$ cat config.mk
export PLATFORM = sky130hd
export DESIGN_NAME = strobe_serial_tx
export DESIGN_NICKNAME = d
export VERILOG_FILES = /design/src/rtl/strobe_link_pkg.sv /design/src/rtl/sync_fifo.sv /design/src/rtl/strobe_serial_tx.sv
export SDC_FILE = /design/constraint.sdc
export NUM_CORES = 1
export LEC_CHECK = 0
export BUFFER_PORTS_ARGS = -buffer_cell sky130_fd_sc_hd__buf_2
export CAP_MARGIN = 30
export CORE_UTILIZATION = 40
export CTS_BUF_LIST = sky130_fd_sc_hd__clkbuf_4 sky130_fd_sc_hd__clkbuf_8 sky130_fd_sc_hd__clkbuf_16
export DETAILED_ROUTE_END_ITERATION = 12
export PLACE_DENSITY = 0.65
export SETUP_SLACK_MARGIN = 0.2
export SLEW_MARGIN = 20
export SYNTH_ARGS = -nofsm -noshare
export SYNTH_HDL_FRONTEND = slang
export SYNTH_SLANG_ARGS = --single-unit
$ cat constraint.sdc
create_clock -name clk -period 3.7 [get_ports clk]
set_clock_uncertainty 0.1 [all_clocks]
set_input_delay 0.74 -clock clk [delete_from_list [all_inputs] [get_ports clk]]
set_output_delay 0.74 -clock clk [all_outputs]
set_load 0.005 [all_outputs]
$ cat src/rtl/strobe_link_pkg.sv
// Shared definitions for the strobe-qualified one-wire data link.
//   link_state_t : transmitter FSM state encoding
//   DEF_WIDTH    : default data bits per frame
//   DEF_GAP      : default minimum idle cycles between frames
//   link_parity  : frame parity, also used by the matching receiver
package strobe_link_pkg;

  typedef enum logic [1:0] {
    ST_IDLE   = 2'd0,
    ST_SHIFT  = 2'd1,
    ST_PARITY = 2'd2,
    ST_GAP    = 2'd3
  } link_state_t;

  localparam int DEF_WIDTH = 7;
  localparam int DEF_GAP   = 1;

  // Words are zero-extended to this width before the parity reduction.
  // Zero padding does not change the XOR, so one function serves every
  // frame width up to this limit.
  localparam int PAR_MAX_W = 64;

  function automatic logic link_parity(input logic [PAR_MAX_W-1:0] data,
                                       input logic                 odd);
    return (^data) ^ odd;
  endfunction

endpackage

$ cat src/rtl/sync_fifo.sv
// Single-clock FIFO buffering words ahead of the serial transmitter.
//   clk, rst   : clock and asynchronous active-high reset
//   push       : write push_data (ignored while full)
//   push_data  : word to store
//   pop        : release the head word (ignored while empty)
//   pop_data   : current head word, valid while !empty
//   full/empty : occupancy flags
//   count      : words currently stored
module sync_fifo #(
  parameter int WIDTH = 8,
  parameter int DEPTH = 4
) (
  input  logic                       clk,
  input  logic                       rst,
  input  logic                       push,
  input  logic [WIDTH-1:0]           push_data,
  input  logic                       pop,
  output logic [WIDTH-1:0]           pop_data,
  output logic                       full,
  output logic                       empty,
  output logic [$clog2(DEPTH+1)-1:0] count
);

  localparam int AW = $clog2(DEPTH);
  localparam int CW = $clog2(DEPTH+1);

  logic [WIDTH-1:0] mem [DEPTH];
  logic [AW-1:0]    wr_ptr;
  logic [AW-1:0]    rd_ptr;
  logic             do_push;
  logic             do_pop;

  // Guarding here keeps a full FIFO from overwriting unread data even if
  // the producer ignores the ready flag.
  assign do_push  = push & ~full;
  assign do_pop   = pop & ~empty;
  assign full     = (count == CW'(DEPTH));
  assign empty    = (count == '0);
  assign pop_data = mem[rd_ptr];

  // DEPTH is a power of two, so the pointers wrap by natural overflow.
  always_ff @(posedge clk or posedge rst) begin
    if (rst) begin
      wr_ptr <= '0;
      rd_ptr <= '0;
      count  <= '0;
    end else begin
      if (do_push) wr_ptr <= wr_ptr + 1'b1;
      if (do_pop)  rd_ptr <= rd_ptr + 1'b1;
      case ({do_push, do_pop})
        2'b10:   count <= count + 1'b1;
        2'b01:   count <= count - 1'b1;
        default: count <= count;
      endcase
    end
  end

  always_ff @(posedge clk) begin
    if (do_push) mem[wr_ptr] <= push_data;
  end

endmodule

$ cat src/rtl/strobe_serial_tx.sv
// Serial transmitter for the strobe-qualified one-wire link.
// Words enter through a valid/ready handshake into a FIFO, then leave as
// frames: WIDTH data bits, an optional parity bit, then an idle gap.
//   clk, rst   : clock and asynchronous active-high reset
//   s_data     : word to send
//   s_valid    : s_data valid
//   s_ready    : FIFO has room
//   data_line  : serial data (registered)
//   strobe     : high on every cycle carrying a frame bit (registered)
//   frame_done : one-cycle pulse right after the last frame bit (registered)
//   fifo_count : words buffered
module strobe_serial_tx
  import strobe_link_pkg::*;
#(
  parameter int WIDTH      = DEF_WIDTH,
  parameter int DEPTH      = 4,
  parameter int PARITY_EN  = 1,
  parameter int ODD_PARITY = 0,
  parameter int MSB_FIRST  = 1,
  parameter int GAP        = DEF_GAP
) (
  input  logic                       clk,
  input  logic                       rst,
  input  logic [WIDTH-1:0]           s_data,
  input  logic                       s_valid,
  output logic                       s_ready,
  output logic                       data_line,
  output logic                       strobe,
  output logic                       frame_done,
  output logic [$clog2(DEPTH+1)-1:0] fifo_count
);

  localparam int BCW = (WIDTH > 1) ? $clog2(WIDTH) : 1;
  localparam int GCW = (GAP > 1) ? $clog2(GAP) : 1;
  localparam logic [BCW-1:0] LAST_BIT = BCW'(WIDTH - 1);
  localparam logic [GCW-1:0] LAST_GAP = GCW'(GAP - 1);

  link_state_t      state;
  logic [BCW-1:0]   bit_cnt;
  logic [GCW-1:0]   gap_cnt;
  logic [WIDTH-1:0] shreg;
  logic             par_bit;

  logic             fifo_full;
  logic             fifo_empty;
  logic [WIDTH-1:0] head;
  logic             pop;

  logic             head_first;
  logic [WIDTH-1:0] head_rest;
  logic             shreg_bit;
  logic [WIDTH-1:0] shreg_next;

  sync_fifo #(
    .WIDTH (WIDTH),
    .DEPTH (DEPTH)
  ) u_fifo (
    .clk       (clk),
    .rst       (rst),
    .push      (s_valid),
    .push_data (s_data),
    .pop       (pop),
    .pop_data  (head),
    .full      (fifo_full),
    .empty     (fifo_empty),
    .count     (fifo_count)
  );

  assign s_ready = ~fifo_full;

  // A frame starts from IDLE as soon as a word is waiting, or directly at
  // the end of the last gap cycle so back-to-back frames lose no cycle.
  assign pop = ~fifo_empty &
               ((state == ST_IDLE) || ((state == ST_GAP) && (gap_cnt == LAST_GAP)));

  // The first bit goes straight from the FIFO head to the output register;
  // the shift register keeps only the bits still to be sent, aligned so the
  // next one always sits at the sending end.
  always_comb begin
    head_first = 1'b0;
    head_rest  = '0;
    shreg_bit  = 1'b0;
    shreg_next = '0;
    if (MSB_FIRST != 0) begin
      head_first = head[WIDTH-1];
      head_rest  = head << 1;
      shreg_bit  = shreg[WIDTH-1];
      shreg_next = shreg << 1;
    end else begin
      head_first = head[0];
      head_rest  = head >> 1;
      shreg_bit  = shreg[0];
      shreg_next = shreg >> 1;
    end
  end

  always_ff @(posedge clk) begin
    if (pop) begin
      shreg   <= head_rest;
      par_bit <= link_parity(PAR_MAX_W'(head), (ODD_PARITY != 0));
    end else if (state == ST_SHIFT) begin
      shreg   <= shreg_next;
    end
  end

  always_ff @(posedge clk or posedge rst) begin
    if (rst) begin
      state      <= ST_IDLE;
      bit_cnt    <= '0;
      gap_cnt    <= '0;
      data_line  <= 1'b0;
      strobe     <= 1'b0;
      frame_done <= 1'b0;
    end else begin
      frame_done <= 1'b0;
      case (state)
        ST_IDLE: begin
          if (pop) begin
            state     <= ST_SHIFT;
            bit_cnt   <= '0;
            data_line <= head_first;
            strobe    <= 1'b1;
          end else begin
            data_line <= 1'b0;
            strobe    <= 1'b0;
          end
        end

        // bit_cnt is the index of the bit currently on the line.
        ST_SHIFT: begin
          if (bit_cnt == LAST_BIT) begin
            if (PARITY_EN != 0) begin
              state     <= ST_PARITY;
              data_line <= par_bit;
              strobe    <= 1'b1;
            end else begin
              state      <= ST_GAP;
              gap_cnt    <= '0;
              data_line  <= 1'b0;
              strobe     <= 1'b0;
              frame_done <= 1'b1;
            end
          end else begin
            bit_cnt   <= bit_cnt + 1'b1;
            data_line <= shreg_bit;
            strobe    <= 1'b1;
          end
        end

        ST_PARITY: begin
          state      <= ST_GAP;
          gap_cnt    <= '0;
          data_line  <= 1'b0;
          strobe     <= 1'b0;
          frame_done <= 1'b1;
        end

        ST_GAP: begin
          if (gap_cnt == LAST_GAP) begin
            if (pop) begin
              state     <= ST_SHIFT;
              bit_cnt   <= '0;
              data_line <= head_first;
              strobe    <= 1'b1;
            end else begin
              state     <= ST_IDLE;
              data_line <= 1'b0;
              strobe    <= 1'b0;
            end
          end else begin
            gap_cnt   <= gap_cnt + 1'b1;
            data_line <= 1'b0;
            strobe    <= 1'b0;
          end
        end

        default: begin
          state     <= ST_IDLE;
          data_line <= 1'b0;
          strobe    <= 1'b0;
        end
      endcase
    end
  end

endmodule

==> After elaboration in Yosys (flattened, before gate mapping) <==
Memories as Yosys holds them, arrays and structs flattened.
Cells that the tools add are included.
W data, S select, Z words.
{ "classes": {"n_addsub": 6, "eq_ne": 11, "n_mux": 24, "bitwise": 6, "reduce_logical": 11} }
{ "op_table": {"columns": ["operator", "count"], "rows": [
  ["$reduce_xor A64 Y1", 1],
  ["$mux W7", 2],
  ["$mux W1", 10],
  ["$mux W3", 3],
  ["$pmux W3 S3", 1],
  ["$pmux W1 S4", 2],
  ["$pmux W2 S4", 1],
  ["$add A3 B1 Y3 const B", 2],
  ["$eq A2 B2 Y1 const B", 3],
  ["$eq A3 B3 Y1 const B", 2],
  ["$mux W2", 3],
  ["$pmux W3 S2", 1],
  ["$reduce_and A3 Y1", 2],
  ["$reduce_bool A2 Y1", 3],
  ["$add A2 B1 Y2 const B", 2],
  ["$eq A2 B1 Y1 const B", 2],
  ["$ne A2 B1 Y1 const B", 2],
  ["$ne A2 B2 Y1 const B", 2],
  ["$and A1 B1 Y1", 3],
  ["$logic_not A3 Y1", 1],
  ["$not A1 Y1", 3],
  ["$reduce_bool A3 Y1", 1],
  ["$sub A3 B1 Y3 const B", 1],
  ["$logic_not A2 Y1", 1],
  ["4 further kinds", 4]
]} }
{ "totals": {"regBits": 23, "ramBits": 28, "output_inout_bits": 7, "wordCells": 70, "mem_count": 1} }
{ "mem_list": {"columns": ["memory", "words", "width", "read_ports", "rd_ports_with_merged_regs", "write_ports", "line", "source"], "rows": [
  ["u_fifo.mem", 4, 7, 1, 0, 1, "sync_fifo.sv:27", "logic [WIDTH-1:0] mem [DEPTH];"]
]} }

==> Depth between registers and ports, before layout <==
Gate-level depths: netlist of run 1.
{ "depth": {"ltp_word": 7, "ltp_mapped": 9, "ltp_nobuf": 9} }

==> Modules after synthesis <==
Synthesis of run 1 repeated with hierarchy kept, for this count alone.
{ "hier_totals": {"hier_cells": 148, "hier_area_um2": 2303.5} }
{ "modules_own_cells": {"columns": ["mod", "n_inst", "cells_each", "area_each_um2", "seq_area_each_um2"], "rows": [
  ["sync_fifo", 1, 75, 1453.9, 1016.0],
  ["strobe_serial_tx", 1, 73, 849.6, 410.4]
]} }

==> Least setup slack after synthesis of run 1 <==
OpenSTA, ideal clock, no wires.
{ "synth_timing": {"path_type": "flip-flop to flip-flop", "startpoint": "register state[0]", "endpoint": "register u_fifo.count[2]", "setup_time_ns": 0.079, "t_arrival_ns": 2.270, "required_time_ns": 3.521, "slack_ns": 1.251, "path_stages_with_launch": 10, "period_less_slack_ns": 2.449, "path_cell_list": "dfrtp_1 > inv_1 > ha_1 > nor2_1 > ha_1 > inv_1 > fa_1 > xor2_1 > nor2_1 > xor2_1"} }
{ "synth_via": {"elab_chain_len": 7, "elab_cells_between_ends": 10, "classes_between": "eq/ne: 3; mux: 1; bitwise: 2; reduce/logical: 4"} }
{ "synth_lines": {"columns": ["item", "line", "source"], "rows": [
  ["start, declared", "strobe_serial_tx.sv:38", "link_state_t state;"],
  ["start signal, assigned", "strobe_serial_tx.sv:108", "state <= ST_IDLE;"],
  ["start signal, assigned", "strobe_serial_tx.sv:119", "state <= ST_SHIFT;"],
  ["start signal, assigned", "strobe_serial_tx.sv:133", "state <= ST_PARITY;"],
  ["$eq A2 B2 Y1", "strobe_serial_tx.sv:74", "((state == ST_IDLE) || ((state == ST_GAP) && (gap_cnt == LAST_GAP)));"],
  ["$logic_and A1 B1 Y1", "strobe_serial_tx.sv:74", null],
  ["$logic_or A1 B1 Y1 (*)", "strobe_serial_tx.sv:74", null],
  ["$and A1 B1 Y1 (*)", "strobe_serial_tx.sv:73", "assign pop = ~fifo_empty &"],
  ["net pop", "strobe_serial_tx.sv:47", "logic pop;"],
  ["$and A1 B1 Y1 (*)", "sync_fifo.sv:36", "assign do_pop = pop & ~empty;"],
  ["$eq A2 B1 Y1 or $eq A2 B2 Y1 (tied branches)", "sync_fifo.sv:50", "case ({do_push, do_pop})"],
  ["$pmux W3 S2 or $reduce_bool A2 Y1 (tied branches)", null, null],
  ["end signal, assigned", "sync_fifo.sv:51", "2'b10: count <= count + 1'b1;"],
  ["end signal, assigned", "sync_fifo.sv:52", "2'b01: count <= count - 1'b1;"],
  ["end signal, assigned", "sync_fifo.sv:53", "default: count <= count;"],
  ["end, declared", "sync_fifo.sv:21", "output logic [$clog2(DEPTH+1)-1:0] count"]
]} }
The timed path passes the listed nets; every way through them passes the cells marked *.
A chain may end at the register's enable or synchronous reset.

==> Final worst setup path of run 1 <==
Ends and elaborated chain as after synthesis.

==> results by group, run 1 <==
Synthesis
  • Unique cell type count in the Yosys netlist: 34
  • Yosys warning total: 0
  • Synth Flop Type: edfxtp_1
  • Number of synthesized flops with an enable pin: 35
  • Post-synth ARST share: 30.00%
  • Sequential-to-total area share from yosys stat: 63.90%
  • Post-Syn Area: 2232 sq um
  • Syn avg cell area: 16.29 sq um
  • FF+latch count, synth: 50
  • Synth Instances: around 140
  • Net Count, Synth: roughly 160

Worst setup path
  • Startpoint types: register
  • Worst setup path class: reg2reg
  • R2r setup slk: 1.29 ns
  • Delay-heaviest family, CP: adder cells
  • Crit path capture type: register
  • Worst Path Arrival: around 2.5 ns
  • Crit-path cells: inv_1 > ha_1 > nor2_1 > buf_4 > ha_1 > inv_1 > fa_1 > xor2_1 > nor2_1 > xor2_1
  • Critical Path RT: ~3.8 ns
  • Crit path max fanout: 8
  • Max stage delay on crit path: 0.44 ns
  • Crit path buf inv count: 3
  • CP max-delay cell: dfrtp_1

Floorplan
  • I/O pins: 17
  • Die Area: 5883 sq um
  • Initial Util: 42.62%
  • Die Ht: 76.70 um
  • Chip width: 76.70 um
  • Row cnt: 26
  • Core ar.: 5238 sq um

STA
  • Slew Limit Fails: 0
  • Slew HR: a little under half
  • Post-Route Setup TNS: 0 ns
  • Final setup viols: 0
  • Min Hold Slack: 0.3847 ns
  • Final Critical Period: 2.407 ns
  • Period utilisation layout: 65.06%
  • Unrepaired setup endpoints after global routing: no
  • Maximum achievable frequency: 415.4 MHz
  • Measured slew at the worst slew-check pin: 0.8144 ns
  • Final Hold Vio Count: 0

Place
  • GP Congestion: 0.7071
  • # port buffers: 16
  • Post-DP HPWL: 2.484 mm

Global route
  • Number of global-route vias before repair: 1185
  • Total GRT Usage: 13.37%
  • First-pass GRT wire length: between 5 and 6 mm
  • Total gr overflow: 0
  • Initial antenna violation count: 0
  • Largest net degree at the start of global routing: 16

Clocking
  • CTS buffer count: 5
  • CTS tree: done
  • Number of setup buffers added after CTS: 0
  • Post-CTS sizing: 0
  • CTS clk-pin slew, worst paths: 0.09 ns
  • Clk buf depth: 2
  • H-tree depth: 2
  • Clk root buf: clkbuf_8
  • Clock sink count: 50
  • Hold Buf Count CTS: 0
  • Clock insertion delay at the later pin of the skew report: 0.30 ns

Drt
  • Vias: 1139
  • Drt first-iter violations: 37
  • Drt wl/cell: approximately 15 um
  • DRC Markers: 0
  • DR pass1 iterations: 4
  • Antenna-violating nets left: 0
  • Vias per inst: 4.974
  • Routed wire length: 3.456 mm

Pwr
  • PwrDens: 916.4 nW/um^2
  • Maximum vdd drop: approximately 0.40 mV
  • Static Leakage: 0.0009993 uW

Outcome
  • Run status: complete, no violations

Layout
  • Antenna Cells: 0
  • Synth-to-layout area growth: 10.76%
  • Register area: 1426 sq um
  • Footprint of the multi-input gates: 740.7 sq um
  • Final-layout fill cell count: 444
  • Fin nets: 180
  • Share of cells above drive strength 1: 24.53%

Run
  • MaxCap Viol Count: 0

Hold path
  • Class of the worst hold path: in2async
-- sequential cells by signal (all words and copies together) (netlist names) --
register	cells
u_fifo.mem	28
frame_done	1
data_line	1
u_fifo.wr_ptr	2
u_fifo.rd_ptr	2
shreg	6
par_bit	1
u_fifo.count	3
state	2
bit_cnt	3
strobe	1
-- layout make-up --
cell class / instances / area share, %
clock inverter: 3 / 0.6579
clock buffer: 5 / 2.783
timing repair buffer: 17 / 3.543
inverter: 12 / 1.822
sequential: 50 / 57.69
multi-input combinational: 72 / 29.96
tap: 70 / 3.543
-- power breakdown --
part	switching [uW]	internal, uW	total [uW]
registers	133	854	987
clock network	174	130	304
logic	456	519	975
total	763	1500	2270
-- cells in the final DEF, fill, tap and decap left out, types with 4 or more instances in the layout --
| master | Yosys | layout |
|---|---|---|
| and3_1 | 5 | 5 |
| buf_2 | 0 | 16 |
| clkbuf_8 | 0 | 5 |
| dfrtp_1 | 15 | 15 |
| edfxtp_1 | 35 | 35 |
| ha_1 | 11 | 11 |
| inv_1 | 12 | 12 |
| mux2_2 | 5 | 5 |
| mux4_2 | 7 | 7 |
| nand2_1 | 4 | 4 |
| o21ai_0 | 5 | 5 |
| xnor2_1 | 4 | 4 |
-- routing by layer --
metal / GRT usage, % / wire length [um]
met3: 3.810 / 108
met4: 5.192 / 38
met2: 22.14 / 1774
met5: 0 / 0
met1: 16.49 / 1534
-- Yosys cell counts (2+ instances only) --
library cell	number	share of area (%)
nor2_1	3	0.50
edfxtp_1	35	47
nand3_1	2	0.45
o21ai_0	5	1.1
xnor2_1	4	1.6
xnor3_1	2	2.0
inv_1	12	2.0
dfrtp_1	15	17
and3_1	5	1.4
nand2_1	4	0.67
mux4_2	7	7.1
xor2_1	3	1.2
nor3_1	2	0.45
ha_1	11	6.2
o311ai_0	2	0.78
mux2i_1	3	1.3
mux2_2	5	2.5
-- stage by stage --
stage	util (%)	power, uW	setup slack (ns)	instance area [sq um]	instances
global route	47.21	2443	1.117	2472	229
CTS	47.21	2294	1.266	2472	229
detailed placement	45.58	1990	1.278	2387	221
floorplan	-	1749	1.251	2232	137
global placement	45.58	1954	1.400	2387	221
finish	47.21	2266	1.293	2472	229
-- cells by family after synthesis --
kind of cell | Yosys count | synth area share (%)
flops | 50 | 63.90
mux | 16 | 11.43
buf+inv | 15 | 2.914
xor+xnor | 10 | 5.493
fa+ha+maj | 12 | 7.063
compound gates | 12 | 3.644
simple gates | 22 | 5.550
-- worst register-to-register path: cells and delay by family, from the launching register on --
family                     cells  cell delay (ns)
xor gates and xnor gates       2             0.30
and+or+nand+nor                2             0.24
adders and majority gates      3             0.93
DFF                            1             0.44
buffers and inverters          3             0.33
-- worst paths after layout --
path,start,end,depth (start not counted)
worst max-delay path,state[0],u_fifo.count[2],10
worst min-delay path,rst,u_fifo.count[2],2
worst max register to register,state[0],u_fifo.count[2],10
worst min register to register,bit_cnt[0],bit_cnt[0],1
max in group asynchronous,rst,u_fifo.rd_ptr[1],2
min in group clk,bit_cnt[0],bit_cnt[0],1
No activity file was read; power rests on OpenSTA's default activity.
==> run 2, diff against run 1 <==
==> constraint.sdc (replaced) <==
create_clock -name clk -period 2.35 [get_ports clk]
set_clock_uncertainty 0.1 [all_clocks]
set_input_delay 0.47 -clock clk [delete_from_list [all_inputs] [get_ports clk]]
set_output_delay 0.47 -clock clk [all_outputs]
set_load 0.005 [all_outputs]
==> run 2 against run 1 <==
Critical path depth fell by 2. Clock power rose by 100%. Via count grew 5.8%. Global-route usage decreased by 0.078 points. Final cell count increased by 4.8%. Maximum frequency grew 16%. Combinational power grew 87%. Register-to-register slack worse by 1.0 ns. First-iteration DRC count rose by 68%. Total power increased by 75%. Non-clock buffer count increased by 11. Critical endpoint unchanged.
==> results by group, run 2 (synthesis results as in run 1) <==
Clocking
  • Clock sink count: 50 (unchanged)
  • Clk root buf: clkbuf_8 (unchanged)
  • CTS buffer count: 5 (unchanged)
  • CTS clk-pin slew, worst paths: 0.09 ns (about the same)
  • Hold Buf Count CTS: 0 (unchanged)
  • Clock insertion delay at the later pin of the skew report: 0.30 ns (about the same)
  • CTS tree: done (unchanged)
  • H-tree depth: 2 (unchanged)
  • Clk buf depth: 2 (unchanged)

Layout
  • Top flop regs: u_fifo.mem: 28 flops, shreg: 6 flops (unchanged)
  • Share of cells above drive strength 1: 36.47% (was 24.53%)
  • Synth-to-layout area growth: 18.11% (was 10.76%)
  • Max FFs per register: 28 (unchanged)
  • Fin area: 2636 sq um (was 2472 sq um)
  • Antenna Cells: 0 (unchanged)
  • Fin nets: 191 (was 180)
  • Final Util: 50.33% (was 47.21%)
  • Most common cell after layout, fill and taps aside: edfxtp_1 (unchanged)
  • Largest Register: u_fifo.mem (unchanged)
  • Most frequent cells in the layout: 35 x edfxtp_1, 16 x buf_2, 12 x dfrtp_1, 12 x buf_4, 10 x inv_1 (was 35 x edfxtp_1, 16 x buf_2, 15 x dfrtp_1, 12 x inv_1, 11 x ha_1)
  • Fin cells: 240 (was 229)

Worst setup path
  • Worst r2r src: u_fifo.count[1] (was state[0])
  • Crit path buf inv count: 1 (was 3)
  • Crit path max fanout: 5 (was 8)
  • Startpoint types: register (unchanged)
  • CP max-delay cell: dfrtp_2 (was dfrtp_1)
  • CP Launch Point: u_fifo.count[1] (was state[0])
  • Worst Path Arrival: 2.20 ns (was 2.54 ns)
  • Most frequent CP cell: xor2_1
  • Crit-path cells: or3b_4 > nand2_4 > ha_4 > inv_1 > fa_2 > xor2_1 > nor2_1 > xor2_1 (was inv_1 > ha_1 > nor2_1 > buf_4 > ha_1 > inv_1 > fa_1 > xor2_1 > nor2_1 > xor2_1)
  • Worst setup path class: reg2reg (unchanged)
  • Crit path capture type: register (unchanged)
  • Delay-heaviest family, CP: simple AND/OR/NAND/NOR gates (was adder cells)
  • Max stage delay on crit path: 0.44 ns (about the same)
  • Critical Path RT: 2.47 ns (was 3.83 ns)

Drt
  • Drt wl/cell: 14.85 um (was 15.09 um)
  • Met3 wire len: 104 um (was 108 um)
  • Drt first-iter violations: 62 (was 37)
  • DRC Markers: 0 (unchanged)
  • WL met2: 1.780 mm (was 1.774 mm)
  • Highest metal used: met4 (unchanged)
  • Routed wire length: 3.564 mm (was 3.456 mm)
  • Antenna-violating nets left: 0 (unchanged)
  • DR pass1 iterations: 3 (was 4)
  • Wl on met1: 1.627 mm (was 1.534 mm)
  • Vias per inst: 5.021 (was 4.974)
  • Vias: 1205 (was 1139)

Global route
  • Total GRT Usage: 13.29% (was 13.37%)
  • First-pass GRT wire length: 6.044 mm (was 5.913 mm)
  • Initial antenna violation count: 0 (unchanged)
  • Number of global-route vias before repair: 1259 (was 1185)
  • Largest net degree at the start of global routing: 18 (was 16)
  • Total gr overflow: 0 (unchanged)

Pwr
  • Pwr Total: 3966 uW (was 2266 uW)
  • PwrDens: 1505 nW/um^2 (was 916.4 nW/um^2)
  • Maximum vdd drop: 0.5916 mV (was 0.3958 mV)
  • Static Leakage: 0.001066 uW (was 0.0009993 uW)
  • Sequential power share: 38.7% (was 43.6%)
  • Int Pwr: 2683 uW (was 1502 uW)
  • Switching part of the total: 32.35% (was 33.69%)
  • Power share of the clock group: 15.5% (was 13.4%)
  • P_sw: 1283 uW (was 763.3 uW)
  • Combinational Power Share: 45.8% (was 43.0%)

STA
  • Slew HR: 58.92% (was 45.13%)
  • Measured slew at the worst slew-check pin: 0.6156 ns (was 0.8144 ns)
  • Period utilisation layout: 88.51% (was 65.06%)
  • Slew Limit Fails: 0 (unchanged)
  • Maximum achievable frequency: 480.8 MHz (was 415.4 MHz)
  • Final Hold Vio Count: 0 (unchanged)
  • Post-Route Setup TNS: 0 ns (unchanged)
  • Final Critical Period: 2.080 ns (was 2.407 ns)
  • Unrepaired setup endpoints after global routing: yes (was no)
  • Final setup viols: 0 (unchanged)

Place
  • GP Congestion: 0.7382 (was 0.7071)
  • Placed cell count: 225 (was 221)
  • Placed Area: 2455 sq um (was 2387 sq um)
  • # port buffers: 16 (unchanged)
  • Post-DP HPWL: 2.635 mm (was 2.484 mm)

Floorplan
  • Initial Util: 42.62% (unchanged)
  • I/O pins: 17 (unchanged)
  • Die Area: 5883 sq um (unchanged)
  • Row cnt: 26 (unchanged)
  • Chip width: 76.70 um (unchanged)
  • Die Ht: 76.70 um (unchanged)
  • Core ar.: 5238 sq um (unchanged)

Run
  • MaxCap Viol Count: 0 (unchanged)

Outcome
  • Run status: complete, no violations (unchanged)

Hold path
  • Class of the worst hold path: in2async (unchanged)
## run 2: cell count changes in the layout (fill, tap and decap cells not counted), moves of 2 or more
| cell | change |
|---|---|
| dfrtp_1 | -3 |
| inv_1 | -2 |
| ha_4 | +2 |
| dfrtp_2 | +3 |
| inv_2 | +2 |
| ha_1 | -2 |
| buf_4 | +11 |
## run 2: layout make-up
cell class                 count  area, sq um
clock buffer                   5        68.82
clock inverter                 3        48.80
sequential                    50         1430
inverter                      12        45.04
tap                           70        87.58
timing repair buffer          28        170.2
fill                         432         2601
multi-input combinational     72        785.8
## run 2: worst reg2reg max path, cell delays in order, from the launching register on
cell and delay (ns):
dfrtp_2 0.44, or3b_4 0.43, nand2_4 0.11, ha_4 0.13, inv_1 0.05, fa_2 0.33, xor2_1 0.14, nor2_1 0.11
xor2_1 0.17
## run 2: power by group through the flow
stage | combinational, uW | sequential [uW] | clock [uW]
finish | 1820 | 1530 | 614
global route | 2010 | 1580 | 665
CTS | 1760 | 1540 | 628
detailed placement | 1750 | 1560 | 0
global placement | 1670 | 1540 | 0
floorplan | 1380 | 1470 | 0
## run 2: metal layers
layer  vias up  GRT usage [%]
li1        574              -
met1       606          16.57
met4         0          4.038
met5         -              0
met3         7          3.214
met2        18          22.77
## run 2: final timing paths
kind	slack, ns	endpoint	cells after the start
max	0.27	u_fifo.count[2]	8
min	0.13	frame_done	2
max reg2reg	0.27	u_fifo.count[2]	8
min reg2reg	0.42	bit_cnt[0]	1
max in group asynchronous	1.59	u_fifo.count[1]	2
min in group clk	0.28	u_fifo.mem[0][3]	1
## run 2: per-stage QoR
stage / hold WS [ns] / worst slack [ns]
final: 0.1255 / 0.2701
after global routing: 0.1679 / 0.1930
after CTS: 0.1477 / 0.2031
after detailed placement: 0.4199 / 0.1268
after global placement: 0.4130 / 0.1912
after floorplan: 0.2715 / 0.2417
## run 2: what timing repair did
item                       in CTS  in global routing
buffers inserted                0                  7
pin swaps                       0                  5
setup endpoints to repair       2                  2
resized for setup               2                  5
==> run 3, diff against run 2 <==
--- a/config.mk
+++ b/config.mk
@@ -7,11 +7,13 @@
 export LEC_CHECK = 0
 export BUFFER_PORTS_ARGS = -buffer_cell sky130_fd_sc_hd__buf_2
 export CAP_MARGIN = 30
-export CORE_UTILIZATION = 40
+export CORE_MARGIN = 5
+export CORE_UTILIZATION = 30
 export CTS_BUF_LIST = sky130_fd_sc_hd__clkbuf_4 sky130_fd_sc_hd__clkbuf_8 sky130_fd_sc_hd__clkbuf_16
 export DETAILED_ROUTE_END_ITERATION = 12
-export PLACE_DENSITY = 0.65
+export PLACE_DENSITY = 0.54
 export SETUP_SLACK_MARGIN = 0.2
+export SKIP_LAST_GASP = 1
 export SLEW_MARGIN = 20
 export SYNTH_ARGS = -nofsm -noshare
 export SYNTH_HDL_FRONTEND = slang
==> run 3 against run 2 <==
Die area grew 58%. Clock-buffer cell count is the same. Core utilization fell by 13 points. Sequential power is essentially flat. Largest cell class unchanged. Worst hold slack worse by 0.0027 ns. Largest power group unchanged.
==> results by group, run 3 (synthesis results as in run 1) <==
Layout
  • Largest Register: u_fifo.mem (unchanged)
  • Fin nets: 192 (was 191)
  • Antenna Cells: 0 (unchanged)
  • Top flop regs: u_fifo.mem: 28 flops, shreg: 6 flops (unchanged)
  • Synth-to-layout area growth: 21.41% (was 18.11%)
  • Max FFs per register: 28 (unchanged)
  • Most common cell after layout, fill and taps aside: edfxtp_1 (unchanged)
  • Most frequent cells in the layout: 35 x edfxtp_1, 17 x buf_2, 12 x dfrtp_1, 11 x inv_1, 11 x buf_4 (was 35 x edfxtp_1, 16 x buf_2, 12 x dfrtp_1, 12 x buf_4, 10 x inv_1)
  • Share of cells above drive strength 1: 36.26% (was 36.47%)

Outcome
  • Run status: complete, no violations (unchanged)

Pwr
  • Maximum vdd drop: 0.3599 mV (was 0.5916 mV)
  • Sequential power share: 36.5% (was 38.7%)
  • P_sw: 1298 uW (was 1283 uW)
  • Combinational Power Share: 46.4% (was 45.8%)
  • Pwr Total: 4118 uW (was 3966 uW)
  • Power share of the clock group: 17.2% (was 15.5%)
  • PwrDens: 1520 nW/um^2 (was 1505 nW/um^2)
  • Static Leakage: 0.001088 uW (was 0.001066 uW)
  • Int Pwr: 2820 uW (was 2683 uW)
  • Switching part of the total: 31.51% (was 32.35%)

Global route
  • Largest net degree at the start of global routing: 17 (was 18)
  • Total gr overflow: 0 (unchanged)
  • Initial antenna violation count: 0 (unchanged)
  • First-pass GRT wire length: 6.175 mm (was 6.044 mm)
  • Number of global-route vias before repair: 1233 (was 1259)
  • Total GRT Usage: 8.760% (was 13.29%)

Place
  • GP Congestion: 0.7552 (was 0.7382)
  • Pre-CTS setup slack: 0.1071 ns (was 0.1268 ns)
  • Post-DP HPWL: 2.794 mm (was 2.635 mm)
  • # port buffers: 16 (unchanged)

Worst setup path
  • R2r setup slk: 0.25 ns (was 0.27 ns)
  • Max stage delay on crit path: 0.43 ns (was 0.44 ns)
  • Worst r2r src: u_fifo.count[1] (unchanged)
  • Most frequent CP cell: xor2_1 (unchanged)
  • Worst Path Arrival: 2.21 ns (was 2.20 ns)
  • Worst setup path class: reg2reg (unchanged)
  • Startpoint types: register (unchanged)
  • R2r endpoint: u_fifo.count[2] (unchanged)
  • Delay-heaviest family, CP: simple AND/OR/NAND/NOR gates (unchanged)
  • Critical Path RT: 2.46 ns (was 2.47 ns)
  • R2R depth: 8 (unchanged)
  • Crit path buf inv count: 1 (unchanged)
  • Crit path capture type: register (unchanged)
  • Crit-path cells: or3b_4 > nand2_4 > ha_4 > inv_1 > fa_2 > xor2_1 > nor2_1 > xor2_1 (unchanged)
  • Crit path max fanout: 4 (was 5)
  • CP max-delay cell: dfrtp_2 (unchanged)

Drt
  • Routed wire length: 3.707 mm (was 3.564 mm)
  • Drt first-iter violations: 40 (was 62)
  • DRC Markers: 0 (unchanged)
  • Vias per inst: 4.311 (was 5.021)
  • Vias: 1164 (was 1205)
  • Drt wl/cell: 13.73 um (was 14.85 um)
  • Antenna-violating nets left: 0 (unchanged)
  • DR pass1 iterations: 4 (was 3)

Floorplan
  • Die Area: 9266 sq um (was 5883 sq um)
  • Core ar.: 7253 sq um (was 5238 sq um)
  • Initial Util: 30.77% (was 42.62%)
  • I/O pins: 17 (unchanged)
  • Chip width: 96.26 um (was 76.70 um)
  • Die Ht: 96.26 um (was 76.70 um)
  • Row cnt: 31 (was 26)

Hold path
  • Class of the worst hold path: in2async (unchanged)

Clocking
  • Clock sink count: 50 (unchanged)
  • CTS buffer count: 5 (unchanged)
  • Clk root buf: clkbuf_8 (unchanged)
  • Clock insertion delay at the later pin of the skew report: 0.29 ns (was 0.30 ns)
  • CTS tree: done (unchanged)
  • Clk buf depth: 2 (unchanged)
  • H-tree depth: 2 (unchanged)
  • CTS clk-pin slew, worst paths: 0.09 ns (about the same)
  • Hold Buf Count CTS: 0 (unchanged)

STA
  • Min Hold Slack: 0.1228 ns (was 0.1255 ns)
  • Worst Slack Setup Final: 0.2492 ns (was 0.2701 ns)
  • Measured slew at the worst slew-check pin: 0.5945 ns (was 0.6156 ns)
  • Slew Limit Fails: 0 (unchanged)
  • Final Critical Period: 2.101 ns (was 2.080 ns)
  • Slew HR: 60.33% (was 58.92%)
  • Period utilisation layout: 89.40% (was 88.51%)
  • Final Hold Vio Count: 0 (unchanged)
  • Unrepaired setup endpoints after global routing: yes (unchanged)
  • Post-Route Setup TNS: 0 ns (unchanged)
  • Final setup viols: 0 (unchanged)
  • Maximum achievable frequency: 476.0 MHz (was 480.8 MHz)

Run
  • MaxCap Viol Count: 0 (unchanged)
==> run 3: how the worst max path moves through the flow <==
| stage | startpoint | end | slack [ns] | cells past startpoint |
|---|---|---|---|---|
| floorplan | u_fifo.count[0] | u_fifo.count[2] | 0.24 | 9 |
| global placement | u_fifo.rd_ptr[0] | par_bit | 0.15 | 3 |
| CTS | u_fifo.count[2] | u_fifo.count[2] | 0.13 | 8 |
| global route | u_fifo.count[1] | u_fifo.count[2] | 0.18 | 8 |
| detailed placement | u_fifo.count[2] | u_fifo.count[2] | 0.11 | 8 |
| finish | u_fifo.count[1] | u_fifo.count[2] | 0.25 | 8 |
==> run 3: routing by layer <==
layer	routed length (um)	vias up	GRT usage (%)
met5	0	-	0
met4	40	0	3.081
met3	76	5	2.424
met2	2030	12	15.01
met1	1559	575	10.50
li1	-	572	-
==> run 3: area by class of cell <==
| class | count | area (sq um) |
|---|---|---|
| Clock inverter | 3 | 68.82 |
| Multi-Input combinational cell | 72 | 785.8 |
| Inverter | 12 | 45.04 |
| Fill cell | 687 | 4543 |
| Timing Repair Buffer | 29 | 187.7 |
| Tap cell | 99 | 123.9 |
| Sequential cell | 50 | 1430 |
| Clock buffer | 5 | 68.82 |
==> run 3: repair_timing <==
item	in CTS	in global routing
setup buffers	0	9
gates resized for setup	2	4
endpoints found under the hold margin	0	0
endpoints found under the setup margin	2	2
pin swaps	0	4
==> run 3: power by group through the flow <==
stage	Clock [uW]	Combinational (uW)	Sequential (uW)
after global placement	0	1650	1560
after floorplan	0	1380	1470
after global routing	755	2130	1530
final	707	1910	1500
after detailed placement	0	1740	1570
after CTS	725	1760	1550
==> run 3: per-stage QoR <==
stage	cell area, sq um	utilization, %	std cells
floorplan	2271	-	137
global placement	2484	34.24	253
detailed placement	2484	34.24	253
CTS	2625	36.19	261
global route	2710	37.36	270
finish	2710	37.36	270
